===== config.mk =====
export PLATFORM = sky130hd
export DESIGN_NAME = rx_descrambler
export DESIGN_NICKNAME = d
export VERILOG_FILES = /design/src/rtl/pcs_pkg.sv /design/src/rtl/rx_descrambler.sv
export SDC_FILE = /design/constraint.sdc
export NUM_CORES = 1
export LEC_CHECK = 0
export ABC_CLOCK_PERIOD_IN_PS = 1000
export CAP_MARGIN = 10
export CORE_ASPECT_RATIO = 1.1
export CORE_MARGIN = 1.5
export CORE_UTILIZATION = 48
export CTS_CLUSTER_DIAMETER = 100
export DETAILED_ROUTE_END_ITERATION = 10
export PLACE_DENSITY = 0.72
export RECOVER_POWER = 25
export SLEW_MARGIN = 20
export SYNTH_ARGS = -nofsm -noshare
export SYNTH_HDL_FRONTEND = slang
export SYNTH_SLANG_ARGS = --single-unit
export TNS_END_PERCENT = 10

===== constraint.sdc =====
create_clock -name i_clk -period 1 [get_ports i_clk]
set_input_delay 0.1 -clock i_clk [delete_from_list [all_inputs] [get_ports i_clk]]
set_output_delay 0.1 -clock i_clk [all_outputs]
set_load 0.01 [all_outputs]

===== src/rtl/pcs_pkg.sv =====
// Shared 64b/66b PCS constants and types used by the scrambler/descrambler pair.
// Both ends start from the same all-ones LFSR state.
package pcs_pkg;

  localparam int LFSR_WIDTH = 58;
  localparam int TAP_A      = 38;
  localparam int TAP_B      = 57;

  localparam logic [1:0] SYNC_DATA = 2'b01;
  localparam logic [1:0] SYNC_CTRL = 2'b10;

  localparam logic [LFSR_WIDTH-1:0] LFSR_INIT = {LFSR_WIDTH{1'b1}};

  typedef enum logic [1:0] {
    IDLE   = 2'd0,
    WARMUP = 2'd1,
    SYNCED = 2'd2
  } desc_state_e;

  // Only 01 (data) and 10 (control) are legal sync headers.
  function automatic logic hdr_is_bad(input logic [1:0] hdr);
    return (hdr != SYNC_DATA) && (hdr != SYNC_CTRL);
  endfunction

endpackage


===== src/rtl/rx_descrambler.sv =====
// Self-synchronizing 1 + x^39 + x^58 descrambler for the 64b/66b receive path.
// Sync headers ride alongside the payload; o_synced marks words from a flushed LFSR.
module rx_descrambler
  import pcs_pkg::*;
#(
  parameter int DATA_WIDTH = 32
) (
  input  logic                  i_clk,
  input  logic                  i_reset_n,
  input  logic                  i_data_valid,
  input  logic [DATA_WIDTH-1:0] i_data,
  input  logic                  i_hdr_valid,
  input  logic [1:0]            i_hdr,
  input  logic                  i_block_lock,
  output logic                  o_data_valid,
  output logic [DATA_WIDTH-1:0] o_data,
  output logic                  o_hdr_valid,
  output logic [1:0]            o_hdr,
  output logic                  o_hdr_err,
  output logic                  o_synced
);

  localparam int         WARMUP_WORDS = (LFSR_WIDTH + DATA_WIDTH - 1) / DATA_WIDTH;
  localparam logic [1:0] WARMUP_CNT   = 2'(WARMUP_WORDS);

  desc_state_e           state_r;
  logic [1:0]            word_cnt_r;
  logic [LFSR_WIDTH-1:0] lfsr_r;
  logic [LFSR_WIDTH-1:0] lfsr_next_s;
  logic [DATA_WIDTH-1:0] descr_s;
  logic [1:0]            cnt_inc_s;
  logic                  hdr_take_s;

  // Bit-serial descramble, LSB first; the LFSR absorbs the received scrambled bits.
  always_comb begin
    lfsr_next_s = lfsr_r;
    descr_s     = '0;
    for (int i = 0; i < DATA_WIDTH; i++) begin
      descr_s[i]  = i_data[i] ^ lfsr_next_s[TAP_A] ^ lfsr_next_s[TAP_B];
      lfsr_next_s = {lfsr_next_s[LFSR_WIDTH-2:0], i_data[i]};
    end
  end

  // In IDLE the counter is 0, so a valid word on the lock-high cycle becomes warm-up word 1.
  assign cnt_inc_s  = word_cnt_r + {1'b0, i_data_valid};
  assign hdr_take_s = i_data_valid & i_hdr_valid;

  // Lock FSM, LFSR state and all output registers.
  always_ff @(posedge i_clk) begin
    if (!i_reset_n) begin
      state_r      <= IDLE;
      word_cnt_r   <= 2'd0;
      lfsr_r       <= LFSR_INIT;
      o_data_valid <= 1'b0;
      o_data       <= '0;
      o_hdr_valid  <= 1'b0;
      o_hdr        <= 2'b00;
      o_hdr_err    <= 1'b0;
      o_synced     <= 1'b0;
    end else begin
      o_data_valid <= i_data_valid;
      o_hdr_valid  <= hdr_take_s;
      o_hdr_err    <= hdr_take_s & hdr_is_bad(i_hdr);
      o_synced     <= i_data_valid & i_block_lock & (state_r == SYNCED);

      if (i_data_valid) begin
        lfsr_r <= lfsr_next_s;
        o_data <= descr_s;
      end else begin
        lfsr_r <= lfsr_r;
        o_data <= o_data;
      end

      if (hdr_take_s) begin
        o_hdr <= i_hdr;
      end else begin
        o_hdr <= o_hdr;
      end

      if (!i_block_lock) begin
        state_r    <= IDLE;
        word_cnt_r <= 2'd0;
      end else begin
        case (state_r)
          IDLE, WARMUP: begin
            word_cnt_r <= cnt_inc_s;
            state_r    <= (cnt_inc_s >= WARMUP_CNT) ? SYNCED : WARMUP;
          end
          SYNCED: begin
            state_r    <= SYNCED;
            word_cnt_r <= word_cnt_r;
          end
          default: begin
            state_r    <= IDLE;
            word_cnt_r <= 2'd0;
          end
        endcase
      end
    end
  end

endmodule


==> results of run 1 <==
Yosys cell counts (all sizes together):
master  number
and3         1
xnor2        1
a21boi       2
nand2b       1
clkbuf       5
nor2         2
nor3         2
buf         32
nor3b        1
a211oi       1
mux2i       59
nand4b      32
xor2        33
dfxtp      100
a21oi        2
nand3       34
and2         2
ha           1
nand2       63
nand3b      33
o211ai      32
worst max path at each step:
stage | start | end | slack (ns) | cells after the start
CTS | o_data[26] | o_data[26] | -0.06 | 1
detailed placement | i_data[13] | o_data[13] | -0.1 | 4
global placement | i_data[0] | o_data[0] | -0.05 | 4
finish | o_data[26] | o_data[26] | -0.02 | 1
global route | o_data[26] | o_data[26] | -0.06 | 1
floorplan | word_cnt_r[0] | state_r[1] | 0.07 | 4
metal layers:
metal / routed length [microns] / global-route usage, %
met2: 5187 / 33.72
met1: 4375 / 27.65
met5: 0 / 0
met4: 172 / 6.183
met3: 431 / 3.947
state kept, by name, indices dropped and copies added (netlist names):
name and count:
state_r 2, o_data_valid 1, o_synced 1, o_data 32, o_hdr_err 1, o_hdr_valid 1
word_cnt_r 2, lfsr_r 58, o_hdr 2
through the flow:
step | instance area (sq um) | worst slack [ns] | instances | hold WS, ns
after floorplan | 4438 | 0.07023 | 439 | 0.2273
after global placement | 5271 | -0.04653 | 610 | 0.4141
after detailed placement | 5271 | -0.09961 | 610 | 0.4225
after CTS | 5410 | -0.05558 | 627 | 0.03241
after global routing | 5472 | -0.05504 | 627 | 0.1027
final | 5472 | -0.01602 | 627 | 0.09099
cells by family after synthesis:
group	after synthesis	synth area share (%)
AO/OA/AOI/OAI	37	6.146
XOR/XNOR	34	6.710
adder cells (fa/ha/maj)	1	0.2819
buffers and inverters	37	6.203
flip-flops	100	45.11
multiplexers	59	13.31
AND/OR/NAND/NOR	171	22.24
power groups by stage:
stage	registers, W	logic (W)	clock network [W]
finish	0.00445	0.00121	0.00278
global route	0.00447	0.00132	0.00298
CTS	0.00443	0.00121	0.00283
detailed placement	0.00450	0.00130	0
global placement	0.00449	0.00127	0
floorplan	0.00450	0.000691	0
timing repair:
item	4_1_cts	5_1_grt
endpoints found under the setup margin	46	21
buffers inserted	1	0
cloned	0	0
pin swaps	1	0
gates resized for setup	193	22
area by class of cell:
| class | count | area [sq um] | share of cell area, % |
|---|---|---|---|
| Multi-Input combinational cell | 302 | 2273 | 41.55 |
| Clock buffer | 13 | 178.9 | 3.270 |
| Sequential cell | 100 | 2061 | 37.66 |
| Timing Repair Buffer | 95 | 773.2 | 14.13 |
| Tap cell | 114 | 142.6 | 2.607 |
| Clock inverter | 3 | 42.54 | 0.7775 |
==> results.yml, run 1 <==
outcome:
  run_status: "finished, violations left"
  failing_checks: "setup timing"
timing:
  worst_slew_pin_slew_ns: 0.5036
  final.period_utilization_pct: 101.6
  post-route-worst-setup-slack_ns: -0.01602
  tns_ns: -0.01602
  finalWorstPathRequiredPeriod_ns: 1.016
  setup-violations-final: 1
  timing.slew.headroom_pct: 66.42
  maxClockFrequency_mhz: 984.2
  timing_max_transition_violations_final: 0
  rsz0062_at_grt: "yes"
  final-hold-violation-count: 0
  final.setup_skew_ns: 0.008946
power_and_ir_drop:
  total_switching_power_w: 0.002153
  sequentialPowerShare_pct: 52.7
  power_leakage_nw: 2.153
  internal_power_w: 0.006284
  ir_worst_vdd_mv: 0.8300
  total_power_w: 0.008437
  power_per_cell_area_nw_per_um2: 1542
  power.share.switching_pct: 25.52
  pwr-share-clk_pct: 32.9
  share_comb_of_total_power_pct: 14.4
final_layout:
  antenna-diode-count: 0
  area.growth.synth_to_final_pct: 23.29
  post-route-util_pct: 61.35
  layout.cells.most_common: "sky130_fd_sc_hd__nand2_1"
  post_route_cells_drive_above_1_share_pct: 26.90
  final_net_count: 548
  mostFrequentLayoutCells: "sky130_fd_sc_hd__nand2_1 (62), sky130_fd_sc_hd__mux2i_1 (59), sky130_fd_sc_hd__dfxtp_1 (53), sky130_fd_sc_hd__dfxtp_2 (47), sky130_fd_sc_hd__buf_2 (37)"
  fillerInstances: 807
cts:
  max-clock-path-buffers: 2
  clock-sinks: 100
  clock_latency_late_sink_ns: 0.36
  cts-hold-fix-buffers: 0
  worst_setup_hold_path_clk_slew_ns: 0.09
  cts-root-buf: "sky130_fd_sc_hd__clkbuf_8"
  cts_buffers: 9
  htree_levels: 3
  cts_tree: "built"
critical_path:
  crit_fanout: 2
  timing.critical_path.cells: "clkdlybuf4s15_2"
  critical_path_arrival_ns: 0.92
  criticalPathCategory: "reg -> out"
  crit_required_ns: 0.90
  max_stage_delay_cell_worst_path: "sky130_fd_sc_hd__dfxtp_2"
  r2r_cells: 3
  r2r_slack_ns: 0.01
  critical-path-max-stage-delay_ns: 0.34
  r2r-end: "o_data[21]"
  worstPathBufferInverterCount: 1
  worst_setup_path_start_kind: "flip-flop"
  r2r_start: "lfsr_r[36]"
  timing.critical_path.max_delay_family: "flip-flops"
  worstSetupEndpointType: "output pin"
global_routing:
  global_route_wire_length_before_repair_mm: 15.77
  grt_start_max_net_pins: 59
  globalRouteTotalUtil_pct: 20.74
  grt_overflow_total: 0
  antenna_violations_before_repair: 0
  first_global_vias: 3122
min_path:
  hold_path.class: "in -> reg"
  whs_path_depth: 2
  hold_path.startpoint: "i_reset_n"
  whs_endpoint: "o_hdr[0]"
floorplanning:
  std_cell_rows: 36
  design.core.area_sq_um: 8919
  die_width_microns: 94.68
  pin_count: 77
  start_util_pct: 49.76
  chipHeight_microns: 103.9
  full_die_area_sq_um: 9833
logic_synthesis:
  synth_largest_area_cell: "sky130_fd_sc_hd__dfxtp_1"
  seq_area_frac_synth_pct: 45.11
  syn_nets: 479
  yosysWarningCount: 0
  synthesis.area_sq_um: 4438
  post_synth_main_area_contributors: "sky130_fd_sc_hd__dfxtp_1 (45%), sky130_fd_sc_hd__mux2i_1 (13%), sky130_fd_sc_hd__xor2_1 (6.5%)"
  synthCells: 439
  netlist.area_leader.share_pct: 45.11
  synth.distinct_cells: 24
  postSynthRegisterBits: 100
  postSynthAreaPerCell_sq_um: 10.11
detailed_routing:
  via_to_cell_ratio: 5.432
  routed_wl_mm: 10.17
  dr.pass1.iters: 5
  wl_per_cell_microns: 16.21
  route.antenna.remaining_nets: 0
  drc_errors: 0
  drt_iter0_drc: 119
  dr_total_vias: 3406
placement:
  routabilityCongestion: 0.7933
  dp_hpwl_mm: 7.024
  place.port_buffers: 76
job:
  timing.max_cap.violations: 0
No activity file was read; power rests on OpenSTA's default activity.
==> inputs of run 2 (changes only) <==
--- a/config.mk
+++ b/config.mk
@@ -14,7 +14,6 @@
 export DETAILED_ROUTE_END_ITERATION = 10
 export PLACE_DENSITY = 0.72
 export RECOVER_POWER = 25
-export SLEW_MARGIN = 20
 export SYNTH_ARGS = -nofsm -noshare
 export SYNTH_HDL_FRONTEND = slang
 export SYNTH_SLANG_ARGS = --single-unit
==> results of run 2 <==
No change in the layout: final DEF, timing and power equal those of run 1.
==> inputs of run 3 (changes only) <==
--- a/config.mk
+++ b/config.mk
@@ -12,6 +12,7 @@
 export CORE_UTILIZATION = 48
 export CTS_CLUSTER_DIAMETER = 100
 export DETAILED_ROUTE_END_ITERATION = 10
+export MAX_ROUTING_LAYER = met4
 export PLACE_DENSITY = 0.72
 export RECOVER_POWER = 25
 export SYNTH_ARGS = -nofsm -noshare
==> run 3 against run 2 <==
  * The flow still finishes with violations (setup timing)
  * Hold slack better by 0.00092 ns
  * Clock power about the same
  * Sequential power is essentially flat
  * First-iteration DRC count fell by 22%
  * Total power is 0.16% higher
  * Die area stayed put
  * Non-clock buffer count is the same
  * Routed wire length grew 0.58%
  * Flip-flop and latch count unchanged
  * Sequential share of layout area barely moved
  * Count of clock-buffer cells in the layout did not move
  * Critical path type unchanged
  * Largest cell class unchanged
  * Highest routed layer unchanged
==> results.yml, run 3 (synthesis gave the netlist of run 1 again) <==
power_and_ir_drop:
  pwr-share-clk_pct: 33.0
  power_per_cell_area_nw_per_um2: 1544
  power.share.switching_pct: 25.64
  total_switching_power_w: 0.002166
  sequentialPowerShare_pct: 52.6
  ir_worst_vdd_mv: 0.8302
  internal_power_w: 0.006284
  power_leakage_nw: 2.153
  share_comb_of_total_power_pct: 14.4
global_routing:
  grt_overflow_total: 0
  antenna_violations_before_repair: 0
  first_global_vias: 3120
  grt_most_used_layer: "met2"
  groute.layer.met3.usage_pct: 2.851
  global_route_wire_length_before_repair_mm: 15.79
  globalRouteTotalUtil_pct: 21.34
  gr-usage-met2_pct: 33.72
  grt_start_max_net_pins: 59
  grt.met1_usage_pct: 27.70
outcome:
  failing_checks: "setup timing"
  run_status: "finished, violations left"
detailed_routing:
  drc_errors: 0
  dr_total_vias: 3386
  drt_iter0_drc: 93
  routed_wl_mm: 10.23
  dr.pass1.iters: 4
  route.antenna.remaining_nets: 0
  wl_per_cell_microns: 16.31
  via_to_cell_ratio: 5.400
final_layout:
  final_net_count: 548
  mostFrequentLayoutCells: "sky130_fd_sc_hd__nand2_1 (62), sky130_fd_sc_hd__mux2i_1 (59), sky130_fd_sc_hd__dfxtp_1 (52), sky130_fd_sc_hd__dfxtp_2 (48), sky130_fd_sc_hd__buf_2 (37)"
  finished_layout_cells: 627
  regMostFlops: "lfsr_r"
  post_route_cells_drive_above_1_share_pct: 27.10
  antenna-diode-count: 0
  layout.cells.most_common: "sky130_fd_sc_hd__nand2_1"
  post-route-util_pct: 61.36
  largest_reg_flops: 58
  area.growth.synth_to_final_pct: 23.32
  layout_top_registers: "lfsr_r: 58 flops, o_data: 32 flops"
floorplanning:
  pin_count: 77
  design.core.area_sq_um: 8919
  full_die_area_sq_um: 9833
  chipHeight_microns: 103.9
  die_width_microns: 94.68
  start_util_pct: 49.76
  std_cell_rows: 36
critical_path:
  critical_path.endpoint: "o_data[26]"
  worst_setup_path_start_kind: "flip-flop"
  criticalPathCategory: "reg -> out"
  r2r_start: "lfsr_r[36]"
  critical-path-max-stage-delay_ns: 0.33
  max_stage_delay_cell_worst_path: "sky130_fd_sc_hd__dfxtp_2"
  timing.critical_path.cells: "clkdlybuf4s15_2"
  worstPathBufferInverterCount: 1
  r2r_cells: 3
  crit_required_ns: 0.90
  critical_path_arrival_ns: 0.91
  r2r-end: "o_data[21]"
  path_depth: 1
  worstSetupEndpointType: "output pin"
  r2r_slack_ns: 0
  timing.critical_path.max_delay_family: "flip-flops"
  crit_fanout: 2
  startpoint: "o_data[26]"
timing:
  tns_ns: -0.01469
  finalWorstPathRequiredPeriod_ns: 1.015
  final.setup_skew_ns: 0.01047
  worst_slew_pin_slew_ns: 0.5008
  post-route-worst-setup-slack_ns: -0.01469
  timing_max_transition_violations_final: 0
  final.period_utilization_pct: 101.5
  final-hold-violation-count: 0
  timing.slew.headroom_pct: 66.61
  setup-violations-final: 1
  rsz0062_at_grt: "yes"
  maxClockFrequency_mhz: 985.5
placement:
  numPlacedInstances: 610
  place.port_buffers: 76
  dp_hpwl_mm: 7.024
  routabilityCongestion: 0.8045
  preCtsSetupSlack_ns: -0.09961
cts:
  cts_buffers: 9
  cts-hold-fix-buffers: 0
  clock_latency_late_sink_ns: 0.36
  worst_setup_hold_path_clk_slew_ns: 0.09
  htree_levels: 3
  cts-root-buf: "sky130_fd_sc_hd__clkbuf_8"
  max-clock-path-buffers: 2
  clock-sinks: 100
  cts_tree: "built"
min_path:
  hold_path.class: "in -> reg"
job:
  timing.max_cap.violations: 0
[run 3: worst min path at each step]
stage	start	endpoint	slack, ns	cells after the start
2_1_floorplan	i_data[31]	lfsr_r[0]	0.23	2
3_5_place_dp	i_data_valid	o_synced	0.42	3
4_1_cts	i_data_valid	o_synced	0.03	3
6_report	i_reset_n	o_hdr[0]	0.09	2
5_1_grt	i_reset_n	o_hdr[1]	0.11	2
3_3_place_gp	i_data_valid	o_synced	0.41	3
[run 3: power by group through the flow]
stage               logic [W]  registers (W)  clock network [W]
CTS                   0.00121        0.00443            0.00283
finish                0.00121        0.00445            0.00279
global placement      0.00127        0.00449                  0
global route          0.00132        0.00447            0.00298
floorplan            0.000691        0.00450                  0
detailed placement    0.00130        0.00450                  0
[run 3: routing by layer]
metal | up-vias | share of wire, %
li1 | 1688 | -
met3 | 10 | 3.8
met4 | 0 | 1.4
met1 | 1626 | 45
met2 | 62 | 50
met5 | - | 0
[run 3: final cells by class]
class                      instances  area, sq um
clock buffer                      13        178.9
clock inverter                     3        42.54
fill                             806         3446
multi-input combinational        302         2273
sequential                       100         2062
tap                              114        142.6
timing repair buffer              95        773.2
[run 3: timing repair]
action	4_1_cts	5_1_grt
buffers inserted	1	0
pin swaps	1	0
gates resized for setup	193	22
endpoints found under the hold margin	0	0
setup endpoints to repair	46	21
[run 3: metrics by stage]
| stage | instance area [sq um] | hold slack, ns | total power, W |
|---|---|---|---|
| 4_1_cts | 5410 | 0.03241 | 0.008482 |
| 3_5_place_dp | 5271 | 0.4225 | 0.005799 |
| 3_3_place_gp | 5271 | 0.4141 | 0.005759 |
| 2_1_floorplan | 4438 | 0.2273 | 0.005193 |
| 5_1_grt | 5473 | 0.1071 | 0.008782 |
| 6_report | 5473 | 0.09190 | 0.008450 |
